### config.mk
export PLATFORM = sky130hd
export DESIGN_NAME = mem_access_unit
export DESIGN_NICKNAME = d
export VERILOG_FILES = /design/src/rtl/mem_access_unit.sv
export SDC_FILE = /design/constraint.sdc
export NUM_CORES = 1
export LEC_CHECK = 0
export ABC_CLOCK_PERIOD_IN_PS = 2250
export CAP_MARGIN = 5
export CORE_ASPECT_RATIO = 0.9
export CORE_MARGIN = 5
export CORE_UTILIZATION = 30
export CTS_CLUSTER_DIAMETER = 60
export CTS_CLUSTER_SIZE = 16
export DETAILED_ROUTE_END_ITERATION = 8
export PLACE_DENSITY = 0.55
export SLEW_MARGIN = 20
export SYNTH_ARGS = -nofsm -noshare
export SYNTH_HDL_FRONTEND = slang
export SYNTH_SLANG_ARGS = --single-unit
### constraint.sdc
create_clock -name clk -period 2.25 [get_ports clk]
set_input_delay 0.45 -clock clk [delete_from_list [all_inputs] [get_ports clk]]
set_output_delay 0.45 -clock clk [all_outputs]
set_load 0.02 [all_outputs]
### src/rtl/mem_access_unit.sv
// Load/store bus sequencer for the M stage: aligns stores onto byte lanes, issues one
// bus transaction per memory op, and returns extended load data or a timeout.
module mem_access_unit #(
    parameter int WAIT_MAX = 255
) (
    input  logic        clk,
    input  logic        reset,
    input  logic        m_valid,
    input  logic [3:0]  m_op,
    input  logic [31:0] m_addr,
    input  logic [31:0] m_wdata,
    output logic        stall,
    output logic [31:0] ld_data,
    output logic        ld_valid,
    output logic        align_err,
    output logic        timeout_err,
    output logic        mem_req,
    output logic        mem_we,
    output logic [31:0] mem_addr,
    output logic [31:0] mem_wdata,
    output logic [3:0]  mem_be,
    input  logic        mem_gnt,
    input  logic        mem_rvalid,
    input  logic [31:0] mem_rdata
);

    localparam logic [3:0] OP_LW  = 4'd1;
    localparam logic [3:0] OP_LH  = 4'd2;
    localparam logic [3:0] OP_LHU = 4'd3;
    localparam logic [3:0] OP_LB  = 4'd4;
    localparam logic [3:0] OP_LBU = 4'd5;
    localparam logic [3:0] OP_SW  = 4'd6;
    localparam logic [3:0] OP_SH  = 4'd7;
    localparam logic [3:0] OP_SB  = 4'd8;
    // Last wait count before giving up; WAIT_MAX is expected to be at least 1.
    localparam logic [7:0] WAIT_LAST = 8'(WAIT_MAX - 1);

    typedef enum logic [1:0] {IDLE, REQ, RESP, DONE} state_t;

    state_t      state_reg, state_next;
    logic [3:0]  op_reg;
    logic [1:0]  off_reg;
    logic [31:0] addr_reg;
    logic [31:0] wdata_reg;
    logic [3:0]  be_reg;
    logic        we_reg;
    logic [7:0]  wait_reg;
    logic [31:0] ld_data_reg;
    logic        timeout_reg;

    logic        is_mem;
    logic        aligned;
    logic        start;
    logic        timeout_hit;
    logic [3:0]  be_next;
    logic [31:0] wdata_next;
    logic [31:0] ext_data;
    logic [15:0] half_sel;
    logic [7:0]  lane [4];

    // Request decode on the live M-stage inputs.
    always_comb begin
        is_mem     = m_valid && (m_op >= OP_LW) && (m_op <= OP_SB);
        aligned    = 1'b1;
        be_next    = 4'b1111;
        wdata_next = 32'h0;
        case (m_op)
            OP_LW:         aligned = (m_addr[1:0] == 2'b00);
            OP_LH, OP_LHU: aligned = ~m_addr[0];
            OP_SW: begin
                aligned    = (m_addr[1:0] == 2'b00);
                wdata_next = m_wdata;
            end
            OP_SH: begin
                aligned    = ~m_addr[0];
                be_next    = 4'b0011 << m_addr[1:0];
                wdata_next = {2{m_wdata[15:0]}};
            end
            OP_SB: begin
                be_next    = 4'b0001 << m_addr[1:0];
                wdata_next = {4{m_wdata[7:0]}};
            end
            default: ;
        endcase
        start = is_mem && aligned;
    end

    genvar gi;
    generate
        for (gi = 0; gi < 4; gi++) begin : g_lane
            assign lane[gi] = mem_rdata[8*gi +: 8];
        end
    endgenerate

    assign half_sel = off_reg[1] ? mem_rdata[31:16] : mem_rdata[15:0];

    always_comb begin
        case (op_reg)
            OP_LH:   ext_data = {{16{half_sel[15]}}, half_sel};
            OP_LHU:  ext_data = {16'h0, half_sel};
            OP_LB:   ext_data = {{24{lane[off_reg][7]}}, lane[off_reg]};
            OP_LBU:  ext_data = {24'h0, lane[off_reg]};
            default: ext_data = mem_rdata;
        endcase
    end

    assign timeout_hit = !mem_rvalid && (wait_reg == WAIT_LAST);

    always_ff @(posedge clk) begin
        if (reset) begin
            state_reg   <= IDLE;
            op_reg      <= 4'h0;
            off_reg     <= 2'b00;
            addr_reg    <= 32'h0;
            wdata_reg   <= 32'h0;
            be_reg      <= 4'h0;
            we_reg      <= 1'b0;
            wait_reg    <= 8'h0;
            ld_data_reg <= 32'h0;
            timeout_reg <= 1'b0;
        end else begin
            state_reg <= state_next;
            case (state_reg)
                IDLE: begin
                    if (start) begin
                        op_reg    <= m_op;
                        off_reg   <= m_addr[1:0];
                        addr_reg  <= {m_addr[31:2], 2'b00};
                        wdata_reg <= wdata_next;
                        be_reg    <= be_next;
                        we_reg    <= (m_op >= OP_SW);
                    end
                end
                REQ: begin
                    if (mem_gnt) wait_reg <= 8'h0;
                end
                RESP: begin
                    if (mem_rvalid) begin
                        ld_data_reg <= ext_data;
                    end else if (timeout_hit) begin
                        ld_data_reg <= 32'h0;
                        timeout_reg <= 1'b1;
                    end else begin
                        wait_reg <= wait_reg + 8'h1;
                    end
                end
                DONE: timeout_reg <= 1'b0;
                default: ;
            endcase
        end
    end

    always_comb begin
        state_next = state_reg;
        case (state_reg)
            IDLE: if (start) state_next = REQ;
            REQ:  if (mem_gnt) state_next = we_reg ? DONE : RESP;
            RESP: if (mem_rvalid || timeout_hit) state_next = DONE;
            DONE: state_next = IDLE;
            default: state_next = IDLE;
        endcase
    end

    // stall in IDLE is combinational so the op is held from its very first cycle.
    always_comb begin
        stall     = 1'b0;
        align_err = 1'b0;
        mem_req   = 1'b0;
        ld_valid  = 1'b0;
        case (state_reg)
            IDLE: begin
                stall     = start;
                align_err = is_mem && !aligned;
            end
            REQ: begin
                stall   = 1'b1;
                mem_req = 1'b1;
            end
            RESP: stall = 1'b1;
            DONE: ld_valid = !we_reg;
            default: ;
        endcase
    end

    assign mem_we      = we_reg;
    assign mem_addr    = addr_reg;
    assign mem_wdata   = wdata_reg;
    assign mem_be      = be_reg;
    assign ld_data     = ld_data_reg;
    assign timeout_err = timeout_reg;

endmodule

; Word-level counts from Yosys, hierarchy flattened
; Index checks and enable logic that the tools add are counted.
[word_totals]
ff_bits = 116
in_bits = 105
output_inout_bits = 106
[op_classes]
n_addsub = 1
n_lt_le_gt_ge = 4
eq_ne = 20
shift = 2
muxes = 26
bitwise_logic = 2
n_reduce_logical = 22
[ops]
columns = cell, n
row1 = $pmux 32 s4, 1
row2 = $pmux 32 s3, 1
row3 = $mux 32, 2
row4 = $mux 8, 5
row5 = $bmux 8 s2, 1
row6 = $eq 4x2->1 const B, 4
row7 = $eq 4x3->1 const B, 4
row8 = $mux 16, 1
row9 = $pmux 8 s2, 1
row10 = $ne 2x2->1 const B, 6
row11 = $add 8x1->8 const B, 1
row12 = $eq 8x8->1 const B, 1
row13 = $pmux 2 s4, 1
row14 = $pmux 4 s2, 1
row15 = $mux 1, 6
row16 = $mux 2, 3
row17 = $pmux 1 s2, 3
row18 = $reduce_and 3->1, 2
row19 = $reduce_bool 2->1, 3
row20 = $logic_and 1x1->1, 5
row21 = $eq 2x2->1 const B, 2
row22 = $eq 4x1->1 const B, 1
row23 = $eq 4x4->1 const B, 1
row24 = $ge 4x1->1 const B, 1
row25 = 15 further kinds, 20

; Longest topological paths before layout
; Gate-level depths: netlist of the first run.
[logic_depth]
word_depth = 6
ltp_mapped = 8

; Worst setup path before layout of the first run
; OpenSTA, ideal clock, no wires.
[synth_path]
kind = input-to-output
from = input port m_op[0]
to = output port stall
t_arrival_ns = 1.773
t_required_ns = 1.800
slack_ns = 0.027
cell_stages = 8
n_path_buf = 3
path_cell_list = buf_4 o31ai_2 nand4_1 nor3_2 buf_6 buf_6 nor2_1 nor2_1
[synth_between]
elab_chain_cells = 5
elab_cells_between_ends = 14
cone_classes = order compare (2) / eq/ne (5) / mux (2) / reduce/logical (5)
[synth_lines]
columns = item, line
row1 = "start, declared", 9  ; input logic [3:0] m_op,
row2 = "$eq 4x3->1, or another cell as far along", 67  ; case (m_op)
row3 = "$reduce_or 3->1 (no line), or another cell as far along", n/a
row4 = $pmux 1 s2 / $logic_and 1x1->1 (equally long branches), "67, 63"
row5 = $logic_and 1x1->1 *, 85  ; start = is_mem && aligned;
row6 = $pmux 1 s2 *, 170  ; case (state_reg)
row7 = "end, declared", 12  ; output logic stall,
; Mark *: on every way between the ends. The rest lies on a longest branch, timed or not.

; Final worst setup path of the first run
[layout_path]
from = input port m_op[2]
to = output port stall
; The elaborated chain is that of the path after synthesis.

==> summary.md, run 1 <==
| Metric | Value |
|---|---|
| Ys flop type | dfxtp_1 |
| Starting Density | 0.303 |
| Routed Wire Length | 19300 um |
| Xor/xnor cell area share of the yosys netlist | 0.00792 |
| Minimum clock period | 2.14 ns |
| Peak supply drop | 0.539 mV |
| Clock Pin Slew Worst Setup and Hold Paths | 0.05 ns |
| Share of post-route cells with drive strength above 1 | 0.177 |
| Average cell area after synthesis | 9.41 um^2 |
| CTS Hold Bufs | 0 |
| Final Setup Violations | 0 |
| IO Count | 211 |
| Clk pwr share | 0.347 |
| Clock latency on the worst-skew pair | 0.41 ns |
| Fin. Hold Viols | 0 |
| Hold Crit Class | input pin to register |
| First-pass GRT wire length | 30000 um |
| Post-synth EDFFs | 0 |
| Adder-Cell Fraction of Synth Area | 0.0181 |
| Synth area leaders | dfxtp_1 (42%), mux2i_1 (8.1%), nor2_1 (6.2%), a211oi_2 (3.4%), a211oi_1 (3.3%) |
| Clock sink total | 116 |
| Leakage | 3.12 nW |
| Most instantiated library cell after synthesis | dfxtp_1 |
| Arrival time of the worst setup path | 1.69 ns |
| Core area | 0.0182 mm^2 |
| Layout area overhead | 56.8% |
| Largest family of logic cells by synthesized area | compound AO/OA/AOI/OAI gates |
| Post-synthesis cell area | 0.00553 mm^2 |
| Via-per-instance ratio | 5.03 |
| Post-route cell area | 0.00867 mm^2 |
| Count of different cell masters after synthesis | 58 |
| Port Buffer Count | 208 |
| Worst reg2reg path depth | 8 |
| Seq/Total Area, Yosys | 0.420 |
| Number of global-route vias before repair | 5486 |
| Largest net degree at the start of global routing | 104 |
| Psw | 2.19 mW |
| DRC viols | 0 |
| ANT nets after route | 0 |
| Die area | 0.0213 mm^2 |
| Yosys warns | 0 |
| CTS tree | built |
| Status | complete, no violations |
| Multiplexer area fraction after synthesis | 0.102 |
| CP max stage cell | or4_4 |
| Iter 0 DRT Violations | 298 |
| Worst Setup End Kind | output port |
| Critical path class | input pin to output port |
| Total track usage | 0.174 |
| Max cap viols | 0 |
| Die Y-Extent | 139 um |
| Longest Clk Path Bufs | 2 |
| RD Place Congestion | 0.829 |
| H-tree levels | 4 |
| Chip Width | 153 um |
| Yosys top cell by area | dfxtp_1 |
| F_max | 466 MHz |
| Avg WL per Cell | 17.9 um |
| Post-DP HPWL | 13800 um |
| Max-slew violation count | 0 |
| Post-DP Area | 0.00802 mm^2 |
| Post-synthesis compound-gate area fraction | 0.232 |
| Commonest cells post-synth | dfxtp_1 (116), nor2_1 (91), mux2i_1 (45), a21oi_1 (34), nand2_1 (30) |
| Async S/R FF share, synth | 0 |
| Final #Nets | 932 |
| Worst setup slack after layout | 0.105 ns |
| Grt ovf | 0 |
| Least-Margin Pin Slew | 0.976 ns |
| CP Max Fanout | 4 |
| Post-Synth Simple-Gate Area | 0.157 |
| CP Cell Sequence | clkbuf_2, buf_6, or4_4, nand4_1, nor3_4, nor2_1, nor2_1, buf_4 |
| Initial antenna violation count | 2 |
| Worst Path Required | 1.80 ns |
| Cts bufs inserted | 17 |
| Sw frac | 0.313 |
| Flops & latches, synth | 116 |
| Placement Setup Slack | -0.772 ns |
| Max_slew headroom | 0.346 |
| Via count | 5417 |
| CP peak stage delay | 0.41 ns |
| Internal power | 4.81 mW |
| Setup Skew | 0.00885 ns |
| Crit path top cell by count | nor2_1 |
| Root Buffer | clkbuf_16 |
| Syn Inst Count | 588 |
| PwrDens | 807 mW/mm^2 |
| Row count | 47 |
| Unrepaired setup endpoints after global routing | yes |
| Synth top area share | 0.420 |
| Combinational Power Share | 0.309 |
| Flop pwr share | 0.344 |
| Hold Crit Depth | 2 |
| Startpoint Class | input pin |
| Period utilisation layout | 0.953 |
| DR pass1 iterations | 4 |
-- worst max-delay path, delay by kind of cell --
family        cells  cell delay (ns)
buf+inv           3             0.41
simple gates      5             0.84
-- cells by family after synthesis --
group           count (synthesis)
simple gates                  184
mux                            54
xor+xnor                        5
compound gates                161
buf+inv                        59
flops                         116
fa+ha+maj                       8
other cells                     1
-- power groups by stage --
| stage | clock (mW) | combinational [mW] | sequential, mW |
|---|---|---|---|
| 6_report | 2.43 | 2.16 | 2.41 |
| 4_1_cts | 2.51 | 2.07 | 2.40 |
| 3_3_place_gp | 0 | 2.06 | 2.44 |
| 2_1_floorplan | 0 | 0.954 | 2.65 |
| 3_5_place_dp | 0 | 2.08 | 2.44 |
| 5_1_grt | 2.60 | 2.34 | 2.43 |
-- per-stage QoR --
stage	cells	hold slack, ns	util	setup TNS [ns]	total power [mW]
floorplan	589	0.452	-	0	3.60
global placement	1039	0.440	0.440	-34.46	4.49
detailed placement	1039	0.437	0.440	-42.72	4.52
CTS	1070	0.368	0.469	-0.0394	6.98
global route	1077	0.393	0.476	-0.0337	7.37
finish	1077	0.384	0.476	0	7.00
-- cell type report --
class | count | area, um^2
Clock buffer | 23 | 478
Fill cell | 1720 | 9560
Clock inverter | 8 | 53.8
Timing Repair Buffer | 260 | 2550
Tap cell | 245 | 307
Sequential cell | 116 | 2320
Multi-Input combinational cell | 414 | 2920
Inverter | 10 | 37.5
Antenna cell | 1 | 2.50
-- worst paths after layout --
| kind | slack, ns | endpoint | from |
|---|---|---|---|
| max | 0.11 | stall | m_op[2] |
| min | 0.38 | mem_addr[25]$_SDFFE_PP0P_ | reset |
| max reg2reg | 0.15 | wait_reg[7]$_SDFFE_PP0P_ | state_reg[0]$_SDFFE_PP0P_ |
| min reg2reg | 0.45 | ld_data[8]$_SDFFE_PP0P_ | ld_data[8]$_SDFFE_PP0P_ |
-- cell usage in the layout, fill, tap and decap left out, drive strengths merged, types with 5 or more instances in the layout --
cell type	Yosys	routed
a211oi	40	40
a21oi	35	35
a221o	17	17
a22oi	24	24
buf	29	54
clkbuf	20	28
clkdlybuf4s50	0	198
clkinv	1	5
dfxtp	116	116
ha	8	8
inv	9	9
mux2	8	8
mux2i	45	45
nand2	30	30
nand2b	14	14
nand3	13	13
nor2	91	91
nor2b	5	5
o21ai	10	10
o221ai	14	14
o31ai	6	6
or2	9	9
xnor2	5	5
-- layer usage --
| layer | share of wire | routed length (um) | vias to the layer above | global-route usage |
|---|---|---|---|---|
| met1 | 0.44 | 8490 | 2542 | 0.225 |
| met3 | 0.099 | 1900 | 25 | 0.0724 |
| li1 | - | - | 2610 | - |
| met2 | 0.44 | 8510 | 238 | 0.263 |
| met5 | 0.00057 | 11 | - | 0 |
| met4 | 0.018 | 350 | 2 | 0.0609 |
-- what timing repair did --
action / in CTS / in global routing
gates cloned: 0 / 2
pin swaps: 1 / 8
endpoints found under the setup margin: 71 / 85
buffers inserted: 0 / 4
gates resized for setup: 20 / 23
(Power assumes the default switching activity.)
==> run 2, diff against run 1 <==
Settings changed: PLACE_DENSITY 0.55 to not set, PLACE_DENSITY_LB_ADDON set to 0.1.
==> summary.md, run 2 (synthesis gave the netlist of run 1 again) <==
| Metric | Value |
|---|---|
| CP startpoint | m_addr[0] |
| Hold Crit Depth | 2 (unchanged) |
| Layout area overhead | 55.5% |
| DRC viols | 0 (unchanged) |
| F_max | 462 MHz (-0.91%) |
| Minimum clock period | 2.16 ns (+0.0198 ns) |
| Clk pwr share | 0.378 (+0.031) |
| PwrDens | 832 mW/mm^2 (+3.2%) |
| RD Place Congestion | 0.841 (+1.5%) |
| Avg WL per Cell | 17.2 um (-3.6%) |
| Peak supply drop | 0.540 mV (+0.35%) |
| CP Max Fanout | 2 (-2) |
| Longest Clk Path Bufs | 2 (unchanged) |
| Arrival time of the worst setup path | 1.71 ns (+0.02 ns) |
| Fin Setup TNS | 0 ns (unchanged) |
| ANT nets after route | 0 (unchanged) |
| Setup Skew | 0.00753 ns (-0.00132 ns) |
| Clock sink total | 116 (unchanged) |
| Period utilisation layout | 0.962 (+0.00879) |
| Pwr Total | 7.16 mW (+2.3%) |
| Clock latency on the worst-skew pair | 0.41 ns (about the same) |
| Hold path startpoint | reset |
| Final Setup Violations | 0 (unchanged) |
| Critical path class | input pin to output port |
| Core area | 0.0182 mm^2 (unchanged) |
| Chip Width | 153 um (unchanged) |
| Total track usage | 0.170 (-0.00421) |
| Cts bufs inserted | 17 (unchanged) |
| CP peak stage delay | 0.47 ns (+0.06 ns) |
| Commonest non-fill, non-tap cells in the layout | clkdlybuf4s50_1 (199), dfxtp_1 (116), nor2_1 (91) |
| Worst Path Required | 1.80 ns (about the same) |
| Leakage | 3.09 nW (-0.96%) |
| Share of post-route cells with drive strength above 1 | 0.168 (-0.00841) |
| Die Y-Extent | 139 um (unchanged) |
| Root Buffer | clkbuf_16 |
| Post-DP HPWL | 13700 um (-0.63%) |
| Worst Setup End Kind | output port |
| Fin. Hold Viols | 0 (unchanged) |
| Initial antenna violation count | 0 (-2) |
| Hold Crit Class | input pin to register |
| DR pass1 iterations | 4 (unchanged) |
| Least-Margin Pin Slew | 0.950 ns (-0.0260 ns) |
| Routed Wire Length | 18400 um (-4.2%) |
| Number of global-route vias before repair | 5509 (+0.42%) |
| Final #Nets | 927 (-0.54%) |
| IO Count | 211 (unchanged) |
| CP max stage cell | clkdlybuf4s50_1 |
| Combinational Power Share | 0.287 (-0.022) |
| Via count | 5281 (-2.5%) |
| R2r setup slk | 0.22 ns (+0.07 ns) |
| Via-per-instance ratio | 4.94 (-1.9%) |
| Max_slew headroom | 0.363 (+0.0174) |
| Sw frac | 0.300 (-0.0127) |
| RR Startpoint | state_reg[0]$_SDFFE_PP0P_ |
| Largest net degree at the start of global routing | 75 (-28%) |
| Clock Pin Slew Worst Setup and Hold Paths | 0.06 ns (about the same) |
| Grt ovf | 0 (unchanged) |
| First-pass GRT wire length | 29400 um (-1.8%) |
| Psw | 2.15 mW (-1.9%) |
| H-tree levels | 4 (unchanged) |
| Max-slew violation count | 0 (unchanged) |
| Startpoint Class | input pin |
| N_diodes | 0 (-1) |
| Row count | 47 (unchanged) |
| Max cap viols | 0 (unchanged) |
| Worst reg2reg path depth | 8 (unchanged) |
| # fillers | 1761 (+2.4%) |
| Port Buffer Count | 208 (unchanged) |
| Commonest non-fill, non-tap cell in the layout | clkdlybuf4s50_1 |
| Internal power | 5.01 mW (+4.2%) |
| CTS tree | built |
| CTS Hold Bufs | 0 (unchanged) |
| CP Cell Sequence | clkdlybuf4s50_1, inv_1, a211oi_2, buf_4, nor3_4, nor2_1, nor2_1, buf_4 |
| R2R Path End | wait_reg[7]$_SDFFE_PP0P_ |
| Die area | 0.0213 mm^2 (unchanged) |
| Iter 0 DRT Violations | 243 (-18%) |
| Starting Density | 0.303 (unchanged) |
| Unrepaired setup endpoints after global routing | no |
| Flop pwr share | 0.335 (-0.009) |
| Status | complete, no violations |
| Hold Path End | wait_reg[0]$_SDFFE_PP0P_ |
[run 2: final cells by class]
class                      count  area [um^2]  area share
multi-input combinational    414         2900       0.337
timing repair buffer         255         2440       0.284
sequential                   116         2320       0.270
clock buffer                  22          494      0.0575
tap                          245          307      0.0357
clock inverter                 8          100      0.0116
inverter                      10         37.5     0.00437
[run 2: through the flow]
stage	util	hold WS [ns]	area (um^2)	setup WS (ns)	std cells
6_report	0.472	0.311	8600	0.0855	1070
5_1_grt	0.472	0.308	8600	0.00933	1070
4_1_cts	0.472	0.295	8600	0.00910	1070
3_5_place_dp	0.439	0.438	8000	-0.796	1039
3_3_place_gp	0.439	0.437	8000	-0.723	1039
2_1_floorplan	-	0.452	5530	0.0274	589
[run 2: worst max path at each step]
stage,endpoint,slack [ns],cells after the start
6_report,stall,0.09,8
5_1_grt,stall,0.009,8
4_1_cts,stall,0.009,7
3_5_place_dp,stall,-0.80,8
3_3_place_gp,stall,-0.72,8
2_1_floorplan,stall,0.03,8
[run 2: per-layer routing]
layer,vias to the layer above,part of all wire,global-route usage
met5,-,0,0
met4,0,0.016,0.0474
met3,21,0.089,0.0730
met2,197,0.45,0.267
met1,2474,0.45,0.214
li1,2589,-,-
[run 2: timing repair]
item	4_1_cts	5_1_grt
pin swaps	2	1
setup endpoints to repair	30	16
hold endpoints to repair	0	0
setup buffers	1	0
resized for setup	25	3
[run 2: worst max-delay path: cells and delay by family]
kind	cells	cell delay [ns]
simple gates	3	0.18
compound gates	1	0.23
buf+inv	4	0.85
[run 2: power groups by stage]
stage | clock network [mW] | logic [mW] | registers, mW
after global routing | 2.86 | 2.22 | 2.43
after CTS | 2.77 | 2.07 | 2.40
after global placement | 0 | 2.05 | 2.43
after detailed placement | 0 | 2.07 | 2.44
after floorplan | 0 | 0.954 | 2.65
final | 2.70 | 2.05 | 2.40
==> run 3, diff against run 2 <==
Settings changed: SETUP_SLACK_MARGIN set to 0.15.
==> summary.md, run 3 (synthesis gave the netlist of run 1 again) <==
| Metric | Value |
|---|---|
| Max_slew headroom | 0.591 (+0.228) |
| Number of global-route vias before repair | 5410 (-1.8%) |
| Unrepaired setup endpoints after global routing | yes |
| Fin Setup TNS | 0 ns (unchanged) |
| Grt ovf | 0 (unchanged) |
| RR Startpoint | state_reg[1]$_SDFFE_PP0P_ |
| Setup Skew | 0.00670 ns (-0.000829 ns) |
| Hold slack | 0.419 ns (+0.109 ns) |
| H-tree levels | 4 (unchanged) |
| Least-Margin Pin Slew | 0.611 ns (-0.339 ns) |
| Clock sink total | 116 (unchanged) |
| PwrDens | 834 mW/mm^2 (+0.17%) |
| Post-DP HPWL | 13700 um (about the same) |
| Commonest non-fill, non-tap cells in the layout | clkdlybuf4s50_1 (198), dfxtp_1 (115), nor2_1 (89) |
| R2r setup slk | 0.21 ns (about the same) |
| Port Buffer Count | 208 (unchanged) |
| Share of post-route cells with drive strength above 1 | 0.180 (+0.0119) |
| Max-slew violation count | 0 (unchanged) |
| Via-per-instance ratio | 4.95 (+0.23%) |
| Root Buffer | clkbuf_16 |
| Routed Wire Length | 18800 um (+2.1%) |
| F_max | 470 MHz (+1.7%) |
| Max cap viols | 0 (unchanged) |
| CP startpoint | m_addr[0] |
| N_diodes | 0 (unchanged) |
| IO Count | 211 (unchanged) |
| Iter 0 DRT Violations | 290 (+19%) |
| Longest Clk Path Bufs | 2 (unchanged) |
| Commonest non-fill, non-tap cell in the layout | clkdlybuf4s50_1 |
| CTS tree | built |
| Hold path startpoint | m_op[2] |
| Total track usage | 0.171 (+0.000545) |
| Critical path class | input pin to output port |
| First-pass GRT wire length | 29300 um (-0.40%) |
| Initial antenna violation count | 0 (unchanged) |
| ANT nets after route | 0 (unchanged) |
| Leakage | 3.11 nW (+0.60%) |
| Arrival time of the worst setup path | 1.68 ns (-0.03 ns) |
| Worst Path Required | 1.80 ns (about the same) |
| DR pass1 iterations | 4 (unchanged) |
| Startpoint Class | input pin |
| Avg WL per Cell | 17.6 um (+2.0%) |
| Via count | 5298 (+0.32%) |
| Cts bufs inserted | 17 (unchanged) |
| Pwr Total | 7.25 mW (+1.3%) |
| Worst Setup End Kind | output port |
| CTS Hold Bufs | 0 (unchanged) |
| Fin. Hold Viols | 0 (unchanged) |
| Core area | 0.0182 mm^2 (unchanged) |
| Die area | 0.0213 mm^2 (unchanged) |
| DRC viols | 0 (unchanged) |
| RD Place Congestion | 0.809 (-3.8%) |
| Final Setup Violations | 0 (unchanged) |
| Clock latency on the worst-skew pair | 0.41 ns (about the same) |
| Layout area overhead | 57.3% |
| Status | complete, no violations |
| Largest net degree at the start of global routing | 49 (-35%) |
| Minimum clock period | 2.13 ns (-0.0372 ns) |
| Die Y-Extent | 139 um (unchanged) |
| Clock Pin Slew Worst Setup and Hold Paths | 0.05 ns (about the same) |
| Period utilisation layout | 0.945 (-0.0165) |
| Peak supply drop | 0.530 mV (-2.0%) |
| Chip Width | 153 um (unchanged) |
| Starting Density | 0.303 (unchanged) |
| CP Max Fanout | 2 (unchanged) |
| Row count | 47 (unchanged) |
| Final #Nets | 926 (-0.11%) |
| Hold Crit Class | input pin to register |
run 3: worst paths after layout:
check / end / cells past startpoint
hold reg to reg: ld_data[14]$_SDFFE_PP0P_ / 2
setup reg to reg: mem_wdata[27]$_SDFFE_PP0P_ / 8
hold / removal: op_reg[2]$_SDFFE_PP0P_ / 3
setup / recovery: stall / 8
run 3: power by group:
| part | switching [mW] | leakage [nW] | internal [mW] |
|---|---|---|---|
| registers | 0.134 | 0.943 | 2.27 |
| logic | 1.13 | 1.89 | 1.08 |
| clock network | 0.987 | 0.271 | 1.65 |
run 3: area by class of cell:
class,instances,area (um^2)
Clock buffer,19,443
Clock inverter,13,135
Fill cell,1716,9530
Inverter,10,37.5
Multi-Input combinational cell,414,2970
Sequential cell,116,2320
Tap cell,245,307
Timing Repair Buffer,254,2480
run 3: per-stage QoR:
stage	utilization	instance area (um^2)	instances	setup slack [ns]
floorplan	-	5570	589	0.0925
global placement	0.439	8010	1036	-0.760
detailed placement	0.439	8010	1036	-0.823
CTS	0.472	8610	1069	0.0153
global route	0.477	8700	1071	0.0633
finish	0.477	8700	1071	0.123
run 3: what timing repair did:
action                                  CTS  global route
pin swaps                                 2             8
setup buffers                             0             2
gates cloned                              1             0
resized for setup                        29            21
endpoints found under the setup margin   77            58
run 3: metal layers:
metal | global-route usage | up-vias | routed length (um) | share of wire
met2 | 0.266 | 205 | 8380 | 0.45
met4 | 0.0525 | 0 | 401 | 0.021
met1 | 0.217 | 2470 | 8420 | 0.45
met5 | 0 | - | 0 | 0
li1 | - | 2596 | - | -
met3 | 0.0683 | 27 | 1620 | 0.086
run 3: worst max-delay path, stage by stage:
cell and delay [ns]:
clkdlybuf4s50_1 0.48, inv_1 0.08, a211oi_2 0.19, buf_4 0.17, nor3_4 0.05, nor2_4 0.10, nor2_4 0.04, buf_6 0.12
